**config.mk**
```make
export PLATFORM = sky130hd
export DESIGN_NAME = fir_capture_flat
export DESIGN_NICKNAME = d
export VERILOG_FILES = /design/src/rtl/fir_capture_if.sv /design/src/rtl/fir_capture.sv /design/src/flat_wrapper.sv
export SDC_FILE = /design/constraint.sdc
export NUM_CORES = 1
export LEC_CHECK = 0
export ABC_CLOCK_PERIOD_IN_PS = 3100
export BUFFER_PORTS_ARGS = -buffer_cell sky130_fd_sc_hd__clkbuf_2
export CAP_MARGIN = 5
export CORE_MARGIN = 1
export CORE_UTILIZATION = 50
export CTS_CLUSTER_DIAMETER = 80
export CTS_CLUSTER_SIZE = 25
export DETAILED_ROUTE_END_ITERATION = 16
export MAX_ROUTING_LAYER = met4
export PLACE_DENSITY = 0.65
export SLEW_MARGIN = 40
export SYNTH_ARGS = -nofsm -noshare
export SYNTH_HDL_FRONTEND = slang
export SYNTH_SLANG_ARGS = --single-unit
export TNS_END_PERCENT = 1
```
**constraint.sdc**
```tcl
create_clock -name clk -period 3.1 [get_ports clk]
set_input_delay 0.62 -clock clk [delete_from_list [all_inputs] [get_ports clk]]
set_output_delay 0.62 -clock clk [all_outputs]
set_load 0.03 [all_outputs]
```
**src/rtl/fir_capture_if.sv**
```systemverilog
// rtl/fir_capture_if.sv - control, sample and readout signals of the FIR capture buffer
interface fir_capture_if #(
  parameter int DATA_BITS = 20
);
  logic                 start;
  logic                 abort;
  logic [DATA_BITS-1:0] data_in;
  logic                 rd_ready;
  logic                 rd_valid;
  logic [DATA_BITS-1:0] rd_data;
  logic                 busy;
  logic                 done;

  modport master (
    output start, abort, data_in, rd_ready,
    input  rd_valid, rd_data, busy, done
  );

  modport slave (
    input  start, abort, data_in, rd_ready,
    output rd_valid, rd_data, busy, done
  );
endinterface

```
**src/rtl/fir_capture.sv**
```systemverilog
// rtl/fir_capture.sv - discards SKIP settling samples, stores DEPTH FIR samples, streams them out
module fir_capture #(
  parameter int DATA_BITS = 20,
  parameter int DEPTH     = 64,
  parameter int SKIP      = 63
) (
  input  logic        clk,
  input  logic        rst,
  fir_capture_if.slave bus
);
  typedef enum logic [1:0] {S_IDLE, S_SKIP, S_CAPTURE, S_READ} state_t;

  localparam int               PTR_W     = $clog2(DEPTH);
  localparam logic [PTR_W-1:0] LAST_PTR  = PTR_W'(DEPTH - 1);
  localparam logic [9:0]       SKIP_LAST = (SKIP > 0) ? 10'(SKIP - 1) : 10'd0;

  state_t               state;
  state_t               state_next;
  logic [9:0]           skip_cnt;
  logic [PTR_W-1:0]     wr_ptr;
  logic [PTR_W-1:0]     rd_ptr;
  logic                 rd_valid_q;
  logic [DATA_BITS-1:0] rd_data_q;
  logic                 done_q;
  logic [DATA_BITS-1:0] mem [DEPTH];

  logic clr_ptrs;
  logic skip_en;
  logic wr_en;
  logic load_first;
  logic advance;
  logic finish;

  always_ff @(posedge clk or posedge rst) begin
    if (rst) begin
      state <= S_IDLE;
    end else begin
      state <= state_next;
    end
  end

  // abort overrides every transition and every datapath strobe
  always_comb begin
    state_next = state;
    clr_ptrs   = 1'b0;
    skip_en    = 1'b0;
    wr_en      = 1'b0;
    load_first = 1'b0;
    advance    = 1'b0;
    finish     = 1'b0;
    if (bus.abort) begin
      state_next = S_IDLE;
    end else begin
      case (state)
        S_IDLE: begin
          if (bus.start) begin
            clr_ptrs   = 1'b1;
            state_next = (SKIP > 0) ? S_SKIP : S_CAPTURE;
          end
        end
        S_SKIP: begin
          skip_en = 1'b1;
          if (skip_cnt == SKIP_LAST) begin
            state_next = S_CAPTURE;
          end
        end
        S_CAPTURE: begin
          wr_en = 1'b1;
          if (wr_ptr == LAST_PTR) begin
            load_first = 1'b1;
            state_next = S_READ;
          end
        end
        S_READ: begin
          if (rd_valid_q && bus.rd_ready) begin
            if (rd_ptr == LAST_PTR) begin
              finish     = 1'b1;
              state_next = S_IDLE;
            end else begin
              advance = 1'b1;
            end
          end
        end
        default: state_next = S_IDLE;
      endcase
    end
  end

  always_ff @(posedge clk or posedge rst) begin
    if (rst) begin
      skip_cnt   <= '0;
      wr_ptr     <= '0;
      rd_ptr     <= '0;
      rd_valid_q <= 1'b0;
      rd_data_q  <= '0;
      done_q     <= 1'b0;
    end else begin
      done_q <= finish;
      if (bus.abort || finish) begin
        rd_valid_q <= 1'b0;
      end
      if (clr_ptrs) begin
        skip_cnt <= '0;
        wr_ptr   <= '0;
        rd_ptr   <= '0;
      end
      if (skip_en) begin
        skip_cnt <= skip_cnt + 10'd1;
      end
      if (wr_en && (wr_ptr != LAST_PTR)) begin
        wr_ptr <= wr_ptr + 1'b1;
      end
      // mem[0] was written at least one cycle before the final capture edge
      if (load_first) begin
        rd_data_q  <= mem[0];
        rd_valid_q <= 1'b1;
        rd_ptr     <= '0;
      end
      if (advance) begin
        rd_ptr    <= rd_ptr + 1'b1;
        rd_data_q <= mem[rd_ptr + 1'b1];
      end
    end
  end

  always_ff @(posedge clk) begin
    if (wr_en) begin
      mem[wr_ptr] <= bus.data_in;
    end
  end

  assign bus.busy     = (state != S_IDLE);
  assign bus.rd_valid = rd_valid_q;
  assign bus.rd_data  = rd_data_q;
  assign bus.done     = done_q;
endmodule

```
**src/flat_wrapper.sv**
```systemverilog
// flat-port wrapper written by rule: the top's interface ports become plain ports
module fir_capture_flat 
#(
  parameter int DATA_BITS = 20,
  parameter int DEPTH     = 64,
  parameter int SKIP      = 63
)
  (clk, rst, bus_start, bus_abort, bus_data_in, bus_rd_ready, bus_rd_valid, bus_rd_data, bus_busy, bus_done);
  fir_capture_if #(.DATA_BITS(DATA_BITS)) bus_i ();
  input  logic clk;
  input  logic rst;
  input wire logic [$bits(bus_i.start)-1:0] bus_start;
  input wire logic [$bits(bus_i.abort)-1:0] bus_abort;
  input wire logic [$bits(bus_i.data_in)-1:0] bus_data_in;
  input wire logic [$bits(bus_i.rd_ready)-1:0] bus_rd_ready;
  output wire logic [$bits(bus_i.rd_valid)-1:0] bus_rd_valid;
  output wire logic [$bits(bus_i.rd_data)-1:0] bus_rd_data;
  output wire logic [$bits(bus_i.busy)-1:0] bus_busy;
  output wire logic [$bits(bus_i.done)-1:0] bus_done;
  assign bus_i.start = bus_start;
  assign bus_i.abort = bus_abort;
  assign bus_i.data_in = bus_data_in;
  assign bus_i.rd_ready = bus_rd_ready;
  assign bus_rd_valid = bus_i.rd_valid;
  assign bus_rd_data = bus_i.rd_data;
  assign bus_busy = bus_i.busy;
  assign bus_done = bus_i.done;
  fir_capture #(.DATA_BITS(DATA_BITS), .DEPTH(DEPTH), .SKIP(SKIP)) u_core (.clk(clk), .rst(rst), .bus(bus_i));
endmodule
```
==> metrics.md, run 1 <==
| Metric | Value |
|---|---|
| Crit share post-route | 99.84% |
| Mapped Cells | 2519 |
| Layout Utilization | 55.94% |
| Inst Count DP | 3983 |
| Worst Hold Class | input pin to register |
| Non-Filler Instances | 4101 |
| TritonCTS Sinks | 1326 |
| DPL Wire Length | 84780 µm |
| Tmin final | 3095 ps |
| WP data required | 3670 ps |
| Fin. max-slew vios | 0 |
| Starting density of the core | 50.56% |
| Post-synthesis sequential area ratio | 76.85% |
| Status | complete, no violations |
| Total buffers and inverters traversed by the critical path | 2 |
| Row cnt | 117 |
| Via density per instance | 6.380 |
| Leakage | 17.36 nW |
| Hold Violations, Final | 0 |
| DIE WIDTH | 323.0 µm |
| Final Setup Violations | 0 |
| Num CTS Buffers | 60 |
| Rel. slew slack | 40.93% |
| Clock latency at the later pin of the worst-skew pair | 730 ps |
| F_max | 323.1 MHz |
| Placed cell area | 55110 µm² |
| Reg2reg end | u_core.bus.rd_data[4] |
| Routed WL per cell | 32.56 µm |
| Post-route ant nets | 0 |
| Hold path cells | 3 |
| Worst-margin pin slew | 886.1 ps |
| Buffers added on ports | 47 |
| Worst Setup SP | u_core.rd_ptr[0] |
| Slowest cell on crit path | dfrtp_4 |
| 1st-iter DRT viols | 3514 |
| EDFF count, synth | 1280 |
| Global placement routability congestion | 0.9494 |
| CP max FO | 31 |
| CTS tree | yes |
| Wirelength, routed | 133500 µm |
| Fin worst setup slack | 5.079 ps |
| Yosys cell types | 50 |
| Crit-path cells | ha_4 -> buf_12 -> buf_4 -> mux4_2 -> nand2_1 -> nand3_1 -> a31oi_2 -> a211oi_1 |
| Clock transition at the registers of the reported paths | 100 ps |
| Peak supply drop | 0.0004520 V |
| Chip height | 323.0 µm |
| Grt total ovfl | 0 |
| Ys async rst share | 3.469% |
| Vias in the first global route | 25800 |
| TritonRoute pass-1 iters | 5 |
| Largest net degree at the start of global routing | 79 |
| Synthesized flop and latch total | 1326 |
| Flop-to-flop setup slack | 5 ps |
| H-tree depth | 2 |
| Dominant synthesized flop cell | edfxtp_1 |
| GRT Overall Usage | 26.88% |
| RSZ-0062 raised after global routing | yes |
| Post-Syn Area per Cell | 20.45 µm² |
| Max-cap viol count | 0 |
| Synth Warn # | 0 |
| Via count | 26170 |
| Area grow syn2layout | 10.65% |
| HP Start | bus_rd_ready |
| WP data arrival | 3660 ps |
| Drc violations | 0 |
| Kind of critical path | register to register |
| Final net count | 2712 |
| Clk root buf | clkbuf_16 |
| Max incr delay on CP | 550 ps |
| R2R depth | 8 |
| Core area | 101900 µm² |
| First-pass GRT wire length | 191100 µm |
| CP Capture Type | register |
| R2R Path Start | u_core.rd_ptr[0] |
| Kind of cell adding the most delay to the critical path | buffers and inverters |
| Share of layout cells above drive strength 1 | 26.16% |
| Post-Syn Nets | 2553 |
| Hold_ws | 281.5 ps |
| Pre-CTS WS | -46.30 ps |
| Final instance area | 57000 µm² |
| CTS max path bufs | 3 |
| Worst Hold Path EP | u_core.bus.rd_valid |
| Mapped Area | 51510 µm² |
| Startpoint Class | register |
| Die ar. | 104300 µm² |
| Clk_skew | 45.84 ps |
| Pwr/cell area | 523.5 nW/µm² |
| # IOs | 48 |
| Initial antenna violation count | 2 |
-- worst max path at each step --
stage	cells past startpoint	slack (ps)	to
after global placement	9	-90	u_core.bus.rd_data[12]
final	8	5	u_core.bus.rd_data[4]
after detailed placement	9	-50	u_core.bus.rd_data[12]
after floorplan	5	510	u_core.mem[51][0]
after global routing	7	-10	u_core.bus.rd_data[5]
after CTS	8	7	u_core.bus.rd_data[3]
-- metrics by stage --
| step | TNS, ps | power, mW |
|---|---|---|
| finish | 0 | 29.84 |
| global route | -17.75 | 30.59 |
| CTS | 0 | 30.00 |
| detailed placement | -46.30 | 20.97 |
| global placement | -96.04 | 20.92 |
| floorplan | 0 | 20.40 |
-- where the power goes --
group	internal (mW)	switching (mW)
clock	3.88	5.39
sequential	19.7	0.0827
combinational	0.182	0.607
-- state kept, by name (all words and copies together) (netlist names) --
name and cells:
u_core.mem 1280, u_core.wr_ptr 6, u_core.bus.done 1, u_core.skip_cnt 10, u_core.rd_ptr 6, u_core.bus.rd_valid 1, u_core.bus.rd_data 20, u_core.state 2
-- area by class of cell --
| class | count | area [µm²] |
|---|---|---|
| clock inverters | 7 | 91.34 |
| diodes | 4 | 10.01 |
| inverters | 9 | 33.78 |
| clock buffers | 106 | 1705 |
| multi-input cells | 1049 | 11490 |
| repair buffers | 232 | 2360 |
| flip-flops and latches | 1326 | 39590 |
| fillers | 7621 | 44890 |
| well taps | 1368 | 1712 |
-- synth_stat cells, types with 7 or more instances --
library cell | number | area [µm²]
nand2_1 | 289 | 1085
o21ai_0 | 21 | 105.1
dfrtp_1 | 46 | 1151
buf_2 | 59 | 295.3
nand4_1 | 12 | 75.07
o21ai_1 | 7 | 35.03
edfxtp_1 | 1280 | 38440
a31oi_1 | 32 | 200.2
mux4_2 | 320 | 7207
nor2_1 | 81 | 304.0
mux2i_1 | 56 | 560.5
inv_1 | 8 | 30.03
and3_1 | 18 | 112.6
ha_1 | 9 | 112.6
a211oi_1 | 10 | 75.07
o221ai_1 | 10 | 87.58
a311oi_1 | 10 | 87.58
nand3_1 | 96 | 480.5
buf_4 | 29 | 217.7
a32oi_1 | 33 | 289.0
clkbuf_1 | 39 | 146.4
-- what timing repair did --
item,4_1_cts,5_1_grt
resized for setup,2,7
setup endpoints to repair,2,7
setup buffers,0,0
hold buffers,1,0
endpoints found under the hold margin,21,0
-- kinds of logic after synthesis --
| family | Yosys count | synth area share, % |
|---|---|---|
| AOI/OAI and AO/OA | 137 | 1.926 |
| muxes | 377 | 15.10 |
| adders and majority gates | 9 | 0.2186 |
| and+or+nand+nor | 517 | 4.277 |
| xor gates and xnor gates | 9 | 0.1968 |
| buffers and inverters | 144 | 1.433 |
| DFF | 1326 | 76.85 |
-- worst register-to-register path, cell delays in order (launching register included) --
cell and delay, ps:
dfrtp_4 550, ha_4 380, buf_12 250, buf_4 450, mux4_2 390, nand2_1 140
nand3_1 170, a31oi_2 510, a211oi_1 100
-- cells in the final DEF (no fill, tap or decap), types with 10 or more instances in the layout --
cell type  instances
edfxtp_1        1280
mux4_2           320
nand2_1          289
buf_4            126
nand3_1           96
nor2_2            65
clkbuf_16         61
buf_12            57
mux2i_1           56
dfrtp_1           45
clkbuf_1          44
clkbuf_2          41
a32oi_1           33
a31oi_1           25
o21ai_0           21
and3_1            18
nor2_1            17
nand4_1           12
o221ai_1          10
a211oi_1          10
-- metal layers --
| metal | vias to the layer above | wire length [µm] | part of all wire [%] | global-route usage (%) |
|---|---|---|---|---|
| met3 | 183 | 11580 | 8.7 | 4.120 |
| met1 | 14030 | 53030 | 40 | 37.28 |
| met5 | - | 0 | 0 | - |
| met2 | 1355 | 64630 | 48 | 41.84 |
| li1 | 10600 | - | - | - |
| met4 | 0 | 4280 | 3.2 | 7.583 |
Power figures use the tool's default switching activity.
==> run 2: changes to the inputs <==
--- a/config.mk
+++ b/config.mk
@@ -9,12 +9,11 @@
 export BUFFER_PORTS_ARGS = -buffer_cell sky130_fd_sc_hd__clkbuf_2
 export CAP_MARGIN = 5
 export CORE_MARGIN = 1
-export CORE_UTILIZATION = 50
+export CORE_UTILIZATION = 35
 export CTS_CLUSTER_DIAMETER = 80
 export CTS_CLUSTER_SIZE = 25
 export DETAILED_ROUTE_END_ITERATION = 16
 export MAX_ROUTING_LAYER = met4
-export PLACE_DENSITY = 0.65
 export SLEW_MARGIN = 40
 export SYNTH_ARGS = -nofsm -noshare
 export SYNTH_HDL_FRONTEND = slang
==> run 2 against run 1 <==
Against the previous run:
- the flow now finishes with violations (negative setup slack)
- maximum frequency shrank 1.6%
- worst hold slack lost 260 ps
- combinational power grew 2%
- cell count grew 13%
- die area grew 43%
- first-iteration DRC count shrank 3.5%
- largest power group unchanged
==> metrics.md, run 2 (synthesized netlist as in run 1, its figures left out) <==
| Metric | Value |
|---|---|
| Via count | 25740 (-1.6%) |
| WP data required | 3670 ps (about the same) |
| Failing checks | negative setup slack |
| CTS tree | yes |
| Tmin final | 3144 ps (+49.11 ps) |
| Pint | 23.82 mW (+0.27%) |
| Non-Filler Instances | 4654 (+13%) |
| R2R Path Start | u_core.rd_ptr[0] |
| Fraction of power spent switching nets | 20.65% (+0.27 points) |
| Leakage | 17.42 nW (+0.33%) |
| TritonCTS Sinks | 1326 (unchanged) |
| Largest net degree at the start of global routing | 74 (-6.3%) |
| Grt total ovfl | 0 (unchanged) |
| Max-cap viol count | 0 (unchanged) |
| Placed cell area | 55730 µm² (+1.1%) |
| Core area | 145900 µm² (+43%) |
| H-tree depth | 2 (unchanged) |
| Via density per instance | 5.530 (-13%) |
| CTS max path bufs | 3 (unchanged) |
| Clock latency at the later pin of the worst-skew pair | 720 ps (about the same) |
| Vias in the first global route | 25920 (+0.47%) |
| Rel. slew slack | 42.45% (+1.5 points) |
| RSZ-0062 raised after global routing | yes |
| Hold_ws | 21.36 ps (-260.1 ps) |
| Commonest non-fill, non-tap cell in the layout | edfxtp_1 |
| Fill count | 12810 (+68%) |
| Total power | 30.02 mW (+0.61%) |
| Startpoint Class | register |
| Wirelength, routed | 133700 µm (+0.15%) |
| # IOs | 48 (unchanged) |
| Register share of total power | 65.9% (-0.4 points) |
| GRT Overall Usage | 18.35% (-8.5 points) |
| Drc violations | 0 (unchanged) |
| DPL Wire Length | 82350 µm (-2.9%) |
| Fin. max-slew vios | 0 (unchanged) |
| Post-route ant nets | 0 (unchanged) |
| TritonRoute pass-1 iters | 7 (+2) |
| F_max | 318.1 MHz (-1.6%) |
| Clock Power Share | 31.5% (+0.4 points) |
| Clk root buf | clkbuf_16 |
| Global placement routability congestion | 0.9234 (-2.7%) |
| Routed WL per cell | 28.73 µm (-12%) |
| Kind of critical path | register to register |
| Final Setup Violations | 2 (+2) |
| First-pass GRT wire length | 190100 µm (-0.55%) |
| Clock transition at the registers of the reported paths | 100 ps (about the same) |
| Share of layout cells above drive strength 1 | 26.17% (about the same) |
| Die ar. | 148700 µm² (+43%) |
| Buffers added on ports | 47 (unchanged) |
| Largest Register | u_core.mem |
| Max reg flops | 1280 (unchanged) |
| Clk_skew | 31.04 ps (-14.80 ps) |
| R2R depth | 8 (unchanged) |
| 1st-iter DRT viols | 3392 (-3.5%) |
| Switch Pwr | 6.198 mW (+2.0%) |
| Worst-margin pin slew | 863.2 ps (-22.90 ps) |
| Peak supply drop | 0.0004600 V (+1.8%) |
| Starting density of the core | 35.30% (-15 points) |
| CP Capture Type | register |
| Chip height | 385.6 µm (+19%) |
| Reg2reg end | u_core.bus.rd_data[10] |
| Final instance area | 57710 µm² (+1.2%) |
| Row cnt | 140 (+20%) |
| Flop-to-flop setup slack | -40 ps (-50 ps) |
| Worst Hold Class | input pin to async pin |
| CP max FO | 29 (-6.5%) |
| Setup_tns | -49.32 ps (-49.32 ps) |
| Sequential cell area | 39590 µm² (unchanged) |
| Initial antenna violation count | 7 (+5) |
| Num CTS Buffers | 61 (+1.7%) |
| Commonest cells after routing, fill and taps aside | 1280 x edfxtp_1, 320 x mux4_2, 289 x nand2_1 |
| Comb pwr share | 2.7% (about the same) |
| Final net count | 2721 (+0.33%) |
| Pre-CTS WS | -94.74 ps (-48.44 ps) |
| Crit share post-route | 101.4% (+1.6 points) |
| Inst Count DP | 4537 (+14%) |
| WP data arrival | 3710 ps (+50 ps) |
| Area grow syn2layout | 12.03% |
| Layout Utilization | 39.55% (-16 points) |
| Multi-input logic area | 11440 µm² (-0.48%) |
| DIE WIDTH | 385.6 µm (+19%) |
| Pwr/cell area | 520.2 nW/µm² (-0.63%) |
| Status | complete, but fails checks |
| Hold_buf cts | 0 (-1) |
| Fin worst setup slack | -44.03 ps (-49.11 ps) |
| Hold Violations, Final | 0 (unchanged) |
==> run 2: changes by cell type in the layout (fill, tap and decap cells not counted), moves of 3 or more <==
cell	previous run	this run
nor2_2	65	54
nor2_1	17	28
clkbuf_16	61	65
mux2i_1	56	53
buf_4	126	137
mux2i_2	0	3
clkbuf_1	44	36
buf_12	57	52
clkinv_8	0	3
==> run 2: worst max path at each step <==
| stage | start | end | slack, ps | cells past startpoint |
|---|---|---|---|---|
| final | u_core.rd_ptr[0] | u_core.bus.rd_data[10] | -40 | 8 |
| after CTS | u_core.rd_ptr[0] | u_core.bus.rd_data[10] | -10 | 8 |
| after floorplan | bus_abort | u_core.mem[51][0] | 510 | 5 |
| after global routing | u_core.rd_ptr[0] | u_core.bus.rd_data[10] | -110 | 8 |
| after global placement | u_core.rd_ptr[0] | u_core.bus.rd_data[19] | -110 | 9 |
| after detailed placement | u_core.rd_ptr[0] | u_core.bus.rd_data[19] | -90 | 9 |
==> run 2: routing by layer <==
| metal | vias up | part of all wire (%) | track usage, % |
|---|---|---|---|
| li1 | 10620 | - | - |
| met1 | 13940 | 42 | 24.58 |
| met2 | 1006 | 48 | 28.58 |
| met3 | 164 | 7.9 | 3.813 |
| met4 | 0 | 2.4 | 4.670 |
| met5 | - | 0 | - |
==> run 2: worst max-delay path, stage by stage, from the launching register on <==
cell      delay, ps
dfrtp_4         580
ha_4            350
buf_12          250
buf_16          210
mux4_2          550
mux2i_1         200
a32oi_1         160
nand4_1         420
o221ai_1        220
==> run 2: power by group through the flow <==
| stage | logic, mW | clock network (mW) | registers (mW) |
|---|---|---|---|
| floorplan | 0.251 | 0 | 20.2 |
| global placement | 0.750 | 0 | 20.2 |
| detailed placement | 0.805 | 0 | 20.2 |
| CTS | 0.806 | 9.60 | 19.8 |
| global route | 0.863 | 10.2 | 19.8 |
| finish | 0.805 | 9.45 | 19.8 |
==> run 2: final cells by class <==
cell class                 instances  share of cell area [%]
multi-input combinational       1049                   19.82
sequential                      1326                   68.60
inverter                           9                 0.05854
tap                             1917                   4.156
clock buffer                     101                   3.033
timing repair buffer             240                   4.141
clock inverter                     7                  0.1626
antenna                            5                 0.02168
==> run 2: what timing repair did <==
item	CTS	global route
resized for setup	6	5
gates cloned	0	1
endpoints found under the hold margin	0	0
setup buffers	2	0
pin swaps	3	2
setup endpoints to repair	9	6
